**src/rtl/sync_fifo_pkg.sv**
```systemverilog
// Shared definitions for the sync FIFO family: legal read-latency range and
// the skid-buffer depth rule used by the stream reader.
package sync_fifo_pkg;

    localparam int RD_LATENCY_MIN = 1;
    localparam int RD_LATENCY_MAX = 4;

    // One entry per in-flight read plus two, so a full pipe never blocks a pop.
    function automatic int buf_depth(input int rd_latency);
        return rd_latency + 2;
    endfunction

endpackage

```
**src/rtl/stream_skid_buffer.sv**
```systemverilog
// Circular register buffer with occupancy count; the head entry and level are
// registered so the stream side sees clean, glitch-free outputs.
module stream_skid_buffer
    import sync_fifo_pkg::*;
#(
    parameter int DEPTH      = 4,
    parameter int DATA_WIDTH = 8,
    localparam int LVL_W     = $clog2(DEPTH + 1),
    localparam int PTR_W     = (DEPTH > 1) ? $clog2(DEPTH) : 1
) (
    input  logic                  clk,
    input  logic                  arst_n,
    input  logic                  push_i,
    input  logic [DATA_WIDTH-1:0] push_data_i,
    input  logic                  pop_i,
    output logic [DATA_WIDTH-1:0] data_o,
    output logic [LVL_W-1:0]      level_o
);

    logic [DATA_WIDTH-1:0] mem_q [DEPTH];
    logic [PTR_W-1:0]      wr_ptr_q, wr_ptr_d;
    logic [PTR_W-1:0]      rd_ptr_q, rd_ptr_d;
    logic [LVL_W-1:0]      level_q, level_d;

    // Explicit wrap keeps non-power-of-two depths correct.
    function automatic logic [PTR_W-1:0] ptr_inc(input logic [PTR_W-1:0] p);
        return (p == PTR_W'(DEPTH - 1)) ? '0 : p + PTR_W'(1);
    endfunction

    // NOTE: every signal gets its default before any branch, so no latch can be inferred.
    always_comb begin
        wr_ptr_d = wr_ptr_q;
        rd_ptr_d = rd_ptr_q;
        level_d  = level_q;
        if (push_i) wr_ptr_d = ptr_inc(wr_ptr_q);
        if (pop_i)  rd_ptr_d = ptr_inc(rd_ptr_q);
        case ({push_i, pop_i})
            2'b10:   level_d = level_q + LVL_W'(1);
            2'b01:   level_d = level_q - LVL_W'(1);
            default: level_d = level_q;
        endcase
    end

    // NOTE: state uses non-blocking assignments so every flop samples pre-edge values.
    always_ff @(posedge clk or negedge arst_n) begin
        if (!arst_n) begin
            // NOTE: storage is reset too, so the data output reads zero out of reset instead of X.
            for (int i = 0; i < DEPTH; i++) mem_q[i] <= '0;
            wr_ptr_q <= '0;
            rd_ptr_q <= '0;
            level_q  <= '0;
        end else begin
            if (push_i) mem_q[wr_ptr_q] <= push_data_i;
            wr_ptr_q <= wr_ptr_d;
            rd_ptr_q <= rd_ptr_d;
            level_q  <= level_d;
        end
    end

    assign data_o  = mem_q[rd_ptr_q];
    assign level_o = level_q;

endmodule

```
**src/rtl/sync_fifo_stream_reader.sv**
```systemverilog
// Drains a fixed-latency sync FIFO read port into a valid/ready stream at one
// word per cycle, using read credits so the skid buffer can never overflow.
module sync_fifo_stream_reader
    import sync_fifo_pkg::*;
#(
    parameter int  DATA_WIDTH = 8,
    parameter int  RD_LATENCY = 2,
    parameter bit  DEBUG      = 1'b0,
    localparam int BUF_DEPTH  = buf_depth(RD_LATENCY),
    localparam int LVL_W      = $clog2(BUF_DEPTH + 1)
) (
    input  logic                  clk,
    input  logic                  arst_n,
    input  logic [DATA_WIDTH-1:0] fifo_dout,
    input  logic                  fifo_empty,
    output logic                  fifo_rd_en,
    output logic [DATA_WIDTH-1:0] m_data,
    output logic                  m_valid,
    input  logic                  m_ready,
    output logic [LVL_W-1:0]      buf_level
);

    localparam int CNT_W  = $clog2(RD_LATENCY + 1);
    localparam int USED_W = LVL_W + 1;

    if (RD_LATENCY < RD_LATENCY_MIN || RD_LATENCY > RD_LATENCY_MAX) begin : g_bad_latency
        $fatal(1, "sync_fifo_stream_reader: RD_LATENCY out of range");
    end

    logic [RD_LATENCY-1:0] pipe_q, pipe_d;
    logic [CNT_W-1:0]      inflight_q, inflight_d;
    logic [USED_W-1:0]     used;
    logic                  land;
    logic                  pop;

    assign land = pipe_q[RD_LATENCY-1];
    assign pop  = m_valid && m_ready;
    assign used = USED_W'(inflight_q) + USED_W'(buf_level);

    // Credit check depends only on registered state and fifo_empty; m_ready never reaches it.
    assign fifo_rd_en = arst_n && !fifo_empty && (used < USED_W'(BUF_DEPTH));

    always_comb begin
        pipe_d     = (pipe_q << 1) | RD_LATENCY'(fifo_rd_en);
        inflight_d = inflight_q + CNT_W'(fifo_rd_en) - CNT_W'(land);
    end

    always_ff @(posedge clk or negedge arst_n) begin
        if (!arst_n) begin
            pipe_q     <= '0;
            inflight_q <= '0;
        end else begin
            pipe_q     <= pipe_d;
            inflight_q <= inflight_d;
        end
    end

    stream_skid_buffer #(
        .DEPTH      (BUF_DEPTH),
        .DATA_WIDTH (DATA_WIDTH)
    ) u_buf (
        .clk         (clk),
        .arst_n      (arst_n),
        .push_i      (land),
        .push_data_i (fifo_dout),
        .pop_i       (pop),
        .data_o      (m_data),
        .level_o     (buf_level)
    );

    assign m_valid = (buf_level != '0);

    if (DEBUG) begin : g_debug
        always_ff @(posedge clk) begin
            if (arst_n && land && !pop) begin
                assert (buf_level != LVL_W'(BUF_DEPTH));
            end
        end
    end

endmodule

```
**config.mk**
```make
export PLATFORM = sky130hd
export DESIGN_NAME = sync_fifo_stream_reader
export DESIGN_NICKNAME = d
export VERILOG_FILES = /design/src/rtl/sync_fifo_pkg.sv /design/src/rtl/stream_skid_buffer.sv /design/src/rtl/sync_fifo_stream_reader.sv
export SDC_FILE = /design/constraint.sdc
export NUM_CORES = 1
export LEC_CHECK = 0
export ABC_CLOCK_PERIOD_IN_PS = 3490
export BUFFER_PORTS_ARGS = -buffer_cell sky130_fd_sc_hd__buf_4
export CAP_MARGIN = 10
export CELL_PAD_IN_SITES_DETAIL_PLACEMENT = 2
export CELL_PAD_IN_SITES_GLOBAL_PLACEMENT = 2
export CORE_MARGIN = 1
export CORE_UTILIZATION = 44
export CTS_BUF_LIST = sky130_fd_sc_hd__clkbuf_16
export CTS_CLUSTER_SIZE = 16
export DETAILED_ROUTE_END_ITERATION = 8
export PLACE_DENSITY = 0.84
export SETUP_SLACK_MARGIN = 0.2
export SYNTH_ARGS = -nofsm -noshare
export SYNTH_HDL_FRONTEND = slang
export SYNTH_SLANG_ARGS = --single-unit
```
**constraint.sdc**
```tcl
create_clock -name clk -period 3.49 [get_ports clk]
set_input_delay 0.5235 -clock clk [delete_from_list [all_inputs] [get_ports clk]]
set_output_delay 0.5235 -clock clk [all_outputs]
set_load 0.05 [all_outputs]
```
# Yosys cells after proc, flatten, opt, wreduce, memory -nomap -nowiden
# Index checks and enable logic that the tools add are counted.
# totals
regBits	43
mem_bits_rw	0
elab_cells	43
latchBits	0
mem_count	0
input_bits	12
rom_bits	0
# op_classes
eq_ne	4
n_div	0
shift	0
reduce_logical	7
n_mux	9
n_bitwise	3
add_sub_neg	7
mul	0
magnitude_cmp	4
# ops
operator	n
$bwmux 32	1
$mux 8	3
$bmux 8 s2	1
$demux 8 s2	1
$eq 2x2->1 const B	3
$ge 3x3->1 const B	2
$not 2->3	2
$pmux 3 s2	1
$add 2x1->2 const B	2
$add 2x3->4	1
$logic_and 1x1->1	4
$lt 4x3->1 const B	1
$mux 2	2
$add 3x1->3 const B	1
$lt 3x1->1 const B	1
$reduce_bool 3->1	1
$sub 3x1->3 const B	1
$add 2x1->2	1
$eq 2x1->1 const B	1
$or 2x1->2	1
$reduce_bool 2->1	1
$sub 2x1->2	1
$logic_not 1->1	1

# Logic depth before layout (Yosys ltp)
# Gate-level depths: netlist (run 1).
# depth
word_depth	6
mapped_depth	9
mapped_depth_nobuf	9

# Hierarchy
# Synthesis (run 1) repeated with hierarchy kept, for this count alone.
# hier_totals
cells_unflattened	127
area_unflattened_um2	1959.4
# by_module_without_submodules
module	seq_area_each_um2	area_each_um2	instances	cells_per_inst
stream_skid_buffer	975.9	1767.9	1	112
sync_fifo_stream_reader	100.1	191.4	1	15

# Worst setup path after synthesis (run 1)
# Ideal clock, no wire load.
# synth_path
path_kind	register to register
from	reg u_buf.level_q[1], in the netlist u_buf.level_o[1]
to	reg inflight_q[1]
t_arrival_ns	2.758
n_path_buf	0
setup_slack_ns	0.652
synth_period_minus_slack_ns	2.838
path_stages_with_launch	7
cell_sequence	dfrtp_1 -> ha_1 -> or4b_1 -> a31oi_1 -> ha_1 -> xnor2_1 -> xnor2_1
# synth_via
elab_chain_cells	5
# synth_lines
element	line	text
from (decl)	stream_skid_buffer.sv:23	logic [LVL_W-1:0] level_q, level_d;
from (signal assigned)	stream_skid_buffer.sv:56	level_q <= level_d;
$add 2x3->4	sync_fifo_stream_reader.sv:38	assign used = USED_W'(inflight_q) + USED_W'(buf_level);
$lt 4x3->1	sync_fifo_stream_reader.sv:41	assign fifo_rd_en = arst_n && !fifo_empty && (used < USED_W'(BUF_DEPTH));
$logic_and 1x1->1	sync_fifo_stream_reader.sv:41	
net fifo_rd_en	sync_fifo_stream_reader.sv:16	output logic fifo_rd_en,
$add 2x1->2	sync_fifo_stream_reader.sv:45	inflight_d = inflight_q + CNT_W'(fifo_rd_en) - CNT_W'(land);
$sub 2x1->2	sync_fifo_stream_reader.sv:45	
net inflight_d[1]	sync_fifo_stream_reader.sv:31	logic [CNT_W-1:0] inflight_q, inflight_d;
to (signal assigned)	sync_fifo_stream_reader.sv:54	inflight_q <= inflight_d;
to (decl)	sync_fifo_stream_reader.sv:31	
# The timed path passes the listed nets, and every way through them passes these cells.
# A chain may end at the register's enable or synchronous reset.

# Final worst setup path (run 1)
# layout_path
from	reg u_buf.level_q[1], in the netlist u_buf.level_o[1]
to	out fifo_rd_en
# layout_via
elab_chain_cells	3
# layout_lines
element	line
$add 2x3->4	sync_fifo_stream_reader.sv:38
$lt 4x3->1	sync_fifo_stream_reader.sv:41
$logic_and 1x1->1	sync_fifo_stream_reader.sv:41
to (decl)	sync_fifo_stream_reader.sv:16
# Every way passes these cells.

==> results of run 1 <==
==> layout by cell type, fill, tap and decap left out <==
cell       Yosys  routed
xnor2_1        3       3
xor2_1         2       2
mux2i_1        1       1
clkbuf_16      0       5
o21ai_0        2       2
nand2_4        1       1
fa_1           1       1
ha_1           9       9
bufinv_16      0       2
a31oi_1        1       1
nand2_1        1       1
mux4_2         8       8
mux2_2        32      32
inv_1          9      10
dfrtp_1       43      43
nand2_2        4       4
or3_4          1       1
nor2_1         2       2
mux2_4         2       2
or3_1          1       1
or4b_1         1       1
buf_4          2      25
==> per-layer routing <==
layer	up-vias	share of wire, %	GRT usage [%]
met2	17	54	37.4
li1	506	-	-
met4	0	2.0	7.94
met5	-	0	0
met1	607	42	25.3
met3	8	2.7	5.85
==> worst paths after layout <==
check | startpoint | slack, ns | to
setup / recovery | u_buf.level_o[1]$_DFFE_PN0P_ | 1.06 | fifo_rd_en
hold / removal | arst_n | 0.35 | u_buf.rd_ptr_q[0]$_DFFE_PN0P_
setup reg to reg | u_buf.level_o[0]$_DFFE_PN0P_ | 1.39 | u_buf.level_o[2]$_DFFE_PN0P_
hold reg to reg | pipe_q[0]$_DFF_PN0_ | 0.36 | pipe_q[1]$_DFF_PN0_
max in group asynchronous | arst_n | 2.76 | u_buf.mem_q[23]$_DFFE_PN0P_
min in group clk | pipe_q[0]$_DFF_PN0_ | 0.36 | pipe_q[1]$_DFF_PN0_
==> cell families (layout without fill, tap and decap cells) <==
| kind of cell | Yosys count | after routing |
|---|---|---|
| and+or+nand+nor | 11 | 11 |
| AOI/OAI and AO/OA | 3 | 3 |
| muxes | 43 | 43 |
| adders and majority gates | 10 | 10 |
| xor gates and xnor gates | 5 | 5 |
| buffers and inverters | 12 | 42 |
| DFF | 43 | 43 |
==> worst max-delay path: stages (launching register included) <==
cell	delay, ns
dfrtp_1	0.41
ha_1	0.21
or4b_1	0.47
a31oi_1	0.27
buf_4	0.26
==> cell type report <==
cell class	count	share of cell area, %
Inverter	9	1.41
Clock buffer	5	5.21
Tap cell	52	2.71
Clock inverter	3	2.66
Timing Repair Buffer	25	7.82
Sequential cell	43	44.8
Multi-Input combinational cell	72	35.3
==> flip-flops by register name, indices dropped and copies added (netlist names) <==
signal          cells
u_buf.mem_q        32
u_buf.level_o       3
inflight_q          2
pipe_q              2
u_buf.rd_ptr_q      2
u_buf.wr_ptr_q      2
==> stage by stage <==
stage,cell area (sq um),hold WS [ns]
2_1_floorplan,1980,0.228
3_5_place_dp,2210,0.342
5_1_grt,2400,0.380
6_report,2400,0.353
4_1_cts,2400,0.365
3_3_place_gp,2210,0.343
==> out/metrics.csv, run 1 <==
metric;value;unit
status;finished, final reports clean;
clk_latency;0.28;ns
post-route-period-util;69.7;%
synth.most_common_cell;dfrtp_1;
endpoint_kind;output pin;
dieArea;4770;sq um
muxShareOfSynthArea;29.3;%
rsz0062_at_grt;false;
synth_top_family_by_area;multiplexers;
required;2.97;ns
finalSetupViolCount;0;
synth_area_leaders;dfrtp_1 (54%), mux2_2 (18%), mux4_2 (9.1%), ha_1 (5.7%), inv_1 (1.7%);
cts_htree_levels;2;
rows;24;
ys_warn_count;0;
synthesis.area;1980;sq um
synthSimpleGateAreaFrac;3.80;%
yosysSeqAreaShare;54.4;%
maxCapViolCount;0;
synth_compound_area_share;0.822;%
final_nets;178;
fmax;411;MHz
regArea;1080;sq um
antenna_found_initial;0;
port_buffers;24;
cts_tree;done;
hpwlAfterDp;3.07;mm
drt-vias-per-instance;5.44;
drt_iter0_drc;15;
ys_types;21;
first_pass_iters;4;
grt_pass1_wl;7.44;mm
initial_core_util;45.7;%
overflow;0;
slew_headroom;56.2;%
dp_cells;201;
worstSetupPathType;reg2out;
synth_nets;149;
setup_tns;0;ns
area.growth.synth_to_final;21.3;%
drtAntennaViolNets;0;
io_pins;25;
clock_path_buffers;2;
ys_top_cells_by_count;dfrtp_1 (43), mux2_2 (32), ha_1 (9), inv_1 (9), mux4_2 (8);
yosys.area.top_type_share;54.4;%
critPathMaxFanout;4;
grt_max_degree;44;
cts_buffers;5;
min_period;2.43;ns
root_buffer;clkbuf_16;
final_util;55.5;%
maxSlewViolCount;0;
async_reset_ff_share;100;%
die_x;69.1;um
reg2reg_depth;9;
yosysTopAreaCell;dfrtp_1;
dieHeight;69.1;um
synthAdderAreaFrac;6.70;%
worstPathArrival;1.91;ns
num_antenna_cells;0;
synth_xor_xnor_area_share;2.21;%
post_cts_resized;0;
clkTransAtPathRegs;0.06;ns
syn_inst;127;
hold_violations;0;
pre_cts_ws;1.30;ns
num_vias;1138;
synth_seq_cells;43;
core-area;4320;sq um
place_congestion;0.793;
drive_gt1_share;51.0;%
synth.avg_cell_area;15.6;sq um
fillers;395;
skew;0.00278;ns
ctsHoldBuffers;0;
final_cells;209;
cts_setup_buffers;0;
worstMarginPinSlew;0.658;ns
grt_use_total;21.5;%
hp-class;in2async;
multi_input_comb_area;848;sq um
routedWlPerCell;21.5;um
synth_ff_type;dfrtp_1;
wirelength;4.49;mm
startpoint_type;flop;
grt_pass1_vias;1344;
synth_edf_count;0;
cts.sinks;43;
drc;0;
worst_slack;1.06;ns
Power of run 1 is not shown: default switching activity piles up to over one toggle a cycle in this logic, so the estimate is an artifact.
==> inputs of run 2 (changes only) <==
--- a/config.mk
+++ b/config.mk
@@ -5,17 +5,18 @@
 export SDC_FILE = /design/constraint.sdc
 export NUM_CORES = 1
 export LEC_CHECK = 0
-export ABC_CLOCK_PERIOD_IN_PS = 3490
+export ABC_AREA = 1
+export ABC_CLOCK_PERIOD_IN_PS = 2300
 export BUFFER_PORTS_ARGS = -buffer_cell sky130_fd_sc_hd__buf_4
 export CAP_MARGIN = 10
 export CELL_PAD_IN_SITES_DETAIL_PLACEMENT = 2
 export CELL_PAD_IN_SITES_GLOBAL_PLACEMENT = 2
 export CORE_MARGIN = 1
-export CORE_UTILIZATION = 44
+export CORE_UTILIZATION = 36
 export CTS_BUF_LIST = sky130_fd_sc_hd__clkbuf_16
 export CTS_CLUSTER_SIZE = 16
 export DETAILED_ROUTE_END_ITERATION = 8
-export PLACE_DENSITY = 0.84
+export PLACE_DENSITY = 0.8
 export SETUP_SLACK_MARGIN = 0.2
 export SYNTH_ARGS = -nofsm -noshare
 export SYNTH_HDL_FRONTEND = slang
==> constraint.sdc (replaced) <==
create_clock -name clk -period 2.3 [get_ports clk]
set_input_delay 0.345 -clock clk [delete_from_list [all_inputs] [get_ports clk]]
set_output_delay 0.345 -clock clk [all_outputs]
set_load 0.05 [all_outputs]
==> out/metrics.csv, run 2 <==
metric;value;unit;change
wirelength;5.76;mm;+28%
yosysTopAreaCell;dfrtp_1;;
worstMarginPinSlew;0.561;ns;-0.0962 ns
async_reset_ff_share;100;%;unchanged
first_pass_iters;4;;unchanged
power_density;1730;nW/um^2;
worstPathArrival;2.14;ns;+0.23 ns
yosysSeqAreaShare;48.9;%;-5.5 points
maxCapViolCount;0;;unchanged
num_antenna_cells;0;;unchanged
rsz0062_at_grt;false;;
synth.avg_cell_area;9.09;sq um;-42%
total_power;4.45;mW;
drc;0;;unchanged
peakVddDrop;0.000733;V;
final_cells;342;;+64%
cts_buffers;5;;unchanged
area.growth.synth_to_final;16.8;%;
synth_ff_type;dfrtp_1;;
antenna_found_initial;0;;unchanged
p_leak;1.38;nW;
final_nets;288;;+62%
fillers;700;;+77%
yosys.area.top_type_share;48.9;%;-5.5 points
dieArea;6430;sq um;+35%
post-route-period-util;85.3;%;
endpoint_kind;flop;;
skew;0.00577;ns;+0.00299 ns
critPathSlowestCell;dfrtp_1;;
holdWs;0.180;ns;-0.173 ns
ctsHoldBuffers;0;;unchanged
final_common_cell;nand2_1;;
status;finished, final reports clean;;
io_pins;25;;unchanged
ys_types;17;;-19%
largest_register_ffs;32;;unchanged
die_x;80.2;um;+16%
synth_nets;264;;+77%
grt_max_degree;44;;unchanged
cts_tree;done;;
critPathMaxFanout;4;;unchanged
required;2.48;ns;-0.49 ns
r2r_slack;0.34;ns;-1.05 ns
routedWlPerCell;16.8;um;-22%
maxSlewViolCount;0;;unchanged
synthesis.area;2200;sq um;+11%
worst_slack;0.339;ns;-0.720 ns
hpwlAfterDp;3.83;mm;+25%
port_buffers;24;;unchanged
hold_violations;0;;unchanged
syn_inst;242;;+91%
dp_cells;334;;+66%
drtAntennaViolNets;0;;unchanged
cts.sinks;43;;unchanged
min_period;1.96;ns;
startpoint_type;flop;;
synth.most_common_cell;nand2_1;;
rows;28;;+17%
ys_top_cells_by_count;nand2_1 (73), dfrtp_1 (43), inv_1 (38), o21ai_1 (17), o211ai_1 (16);;
crit_chain;inv_1 > nand3_4 > nand2_1 > inv_1 > ha_1 > inv_1 > fa_1 > nand2_1 > nand3_1 > nand2_1 > nand2_1;;
dpl_cell_area;2410;sq um;+8.8%
post_cts_resized;0;;unchanged
cts_setup_buffers;0;;unchanged
setup_tns;0;ns;unchanged
core-area;5920;sq um;+37%
top_register;u_buf.mem_q;;
final_util;43.4;%;-12 points
synth_edf_count;0;;unchanged
pre_cts_ws;0.364;ns;-0.939 ns
initial_core_util;37.2;%;-8.6 points
worstSetupPathType;reg2reg;;
synth_area_leaders;dfrtp_1 (49%), nand2_1 (12%), inv_1 (6.5%), o21ai_2 (6.0%), o211ai_1 (5.5%);;
design_area;2570;sq um;+7.1%
grt_use_total;20.7;%;-0.80 points
crit_path_max_incr_delay;0.41;ns;-0.06 ns
num_vias;1694;;+49%
clk_latency;0.28;ns;about the same
ys_warn_count;0;;unchanged
drive_gt1_share;20.6;%;-30 points
worst_path_most_repeated_cell;nand2_1;;
grt_pass1_vias;1834;;+36%
clkTransAtPathRegs;0.06;ns;about the same
most-common-layout-cells;nand2_1 (73), dfrtp_1 (43), inv_1 (38);;
overflow;0;;unchanged
drt_iter0_drc;95;;+80
clock_path_buffers;2;;unchanged
slew_headroom;62.6;%;+6.4 points
root_buffer;clkbuf_16;;
grt_pass1_wl;9.78;mm;+32%
cts_htree_levels;2;;unchanged
finalSetupViolCount;0;;unchanged
place_congestion;0.703;;-11%
dieHeight;80.2;um;+16%
synth_seq_cells;43;;unchanged
fmax;510;MHz;
drt-vias-per-instance;4.95;;-9.0%
hp-class;in2async;;
-- run 2: changes by cell type in the layout (fill, tap and decap cells not counted), moves of 2 or more --
cell      previous run  this run
mux2_4               2         0
mux4_2               8         0
o21ai_2              0        15
o21ai_1              0        17
nand2_1              1        73
nand3_1              0         4
inv_1               10        38
nand2_2              4         0
mux2_2              32         0
buf_4               25        27
nand2_4              1         4
o211ai_1             0        16
-- run 2: final timing paths --
check,from,endpoint,cells past startpoint
min reg2reg,pipe_q[0]$_DFF_PN0_,pipe_q[1]$_DFF_PN0_,0
max reg2reg,u_buf.level_o[0]$_DFFE_PN0P_,u_buf.level_o[2]$_DFFE_PN0P_,11
min in group clk,m_ready,u_buf.rd_ptr_q[1]$_DFFE_PN0P_,3
min,arst_n,u_buf.mem_q[17]$_DFFE_PN0P_,2
max in group asynchronous,arst_n,inflight_q[1]$_DFF_PN0_,2
max,u_buf.level_o[0]$_DFFE_PN0P_,u_buf.level_o[2]$_DFFE_PN0P_,11
-- run 2: final cells by class --
type	instances	area [sq um]	share of cell area (%)
clock buffers	5	125	4.87
well taps	75	93.8	3.65
multi-input cells	151	891	34.7
inverters	38	143	5.55
flip-flops and latches	43	1080	41.9
repair buffers	27	203	7.89
clock inverters	3	38.8	1.51
-- run 2: logic make-up (layout without fill, tap and decap cells) --
logic type      after synthesis  count (layout)  share of synthesized area (%)
flops                        43              43                           48.9
buf+inv                      48              73                           11.3
simple gates                 87              87                           16.6
compound gates               51              51                           16.0
fa+ha+maj                    10              10                           6.03
xor+xnor                      3               3                           1.19
-- run 2: worst max-delay path: cells and delay by family, from the launching register on --
kind                     cells  cell delay [ns]
AND/OR/NAND/NOR              6             0.56
flip-flops                   1             0.41
buffers and inverters        3             0.30
adder cells (fa/ha/maj)      2             0.59
-- run 2: where the power goes --
group / switching (mW) / internal (mW)
sequential: 0.252 / 1.13
clock: 0.288 / 0.507
combinational: 1.53 / 0.739
-- run 2: layer usage --
| metal | wire length, um | track usage [%] | vias to the layer above |
|---|---|---|---|
| met2 | 3050 | 36.8 | 16 |
| met5 | 0 | 0 | - |
| li1 | - | - | 813 |
| met1 | 2540 | 25.8 | 860 |
| met4 | 65 | 5.89 | 0 |
| met3 | 100 | 3.18 | 5 |
Note: power is estimated with default switching activity, not from simulation.
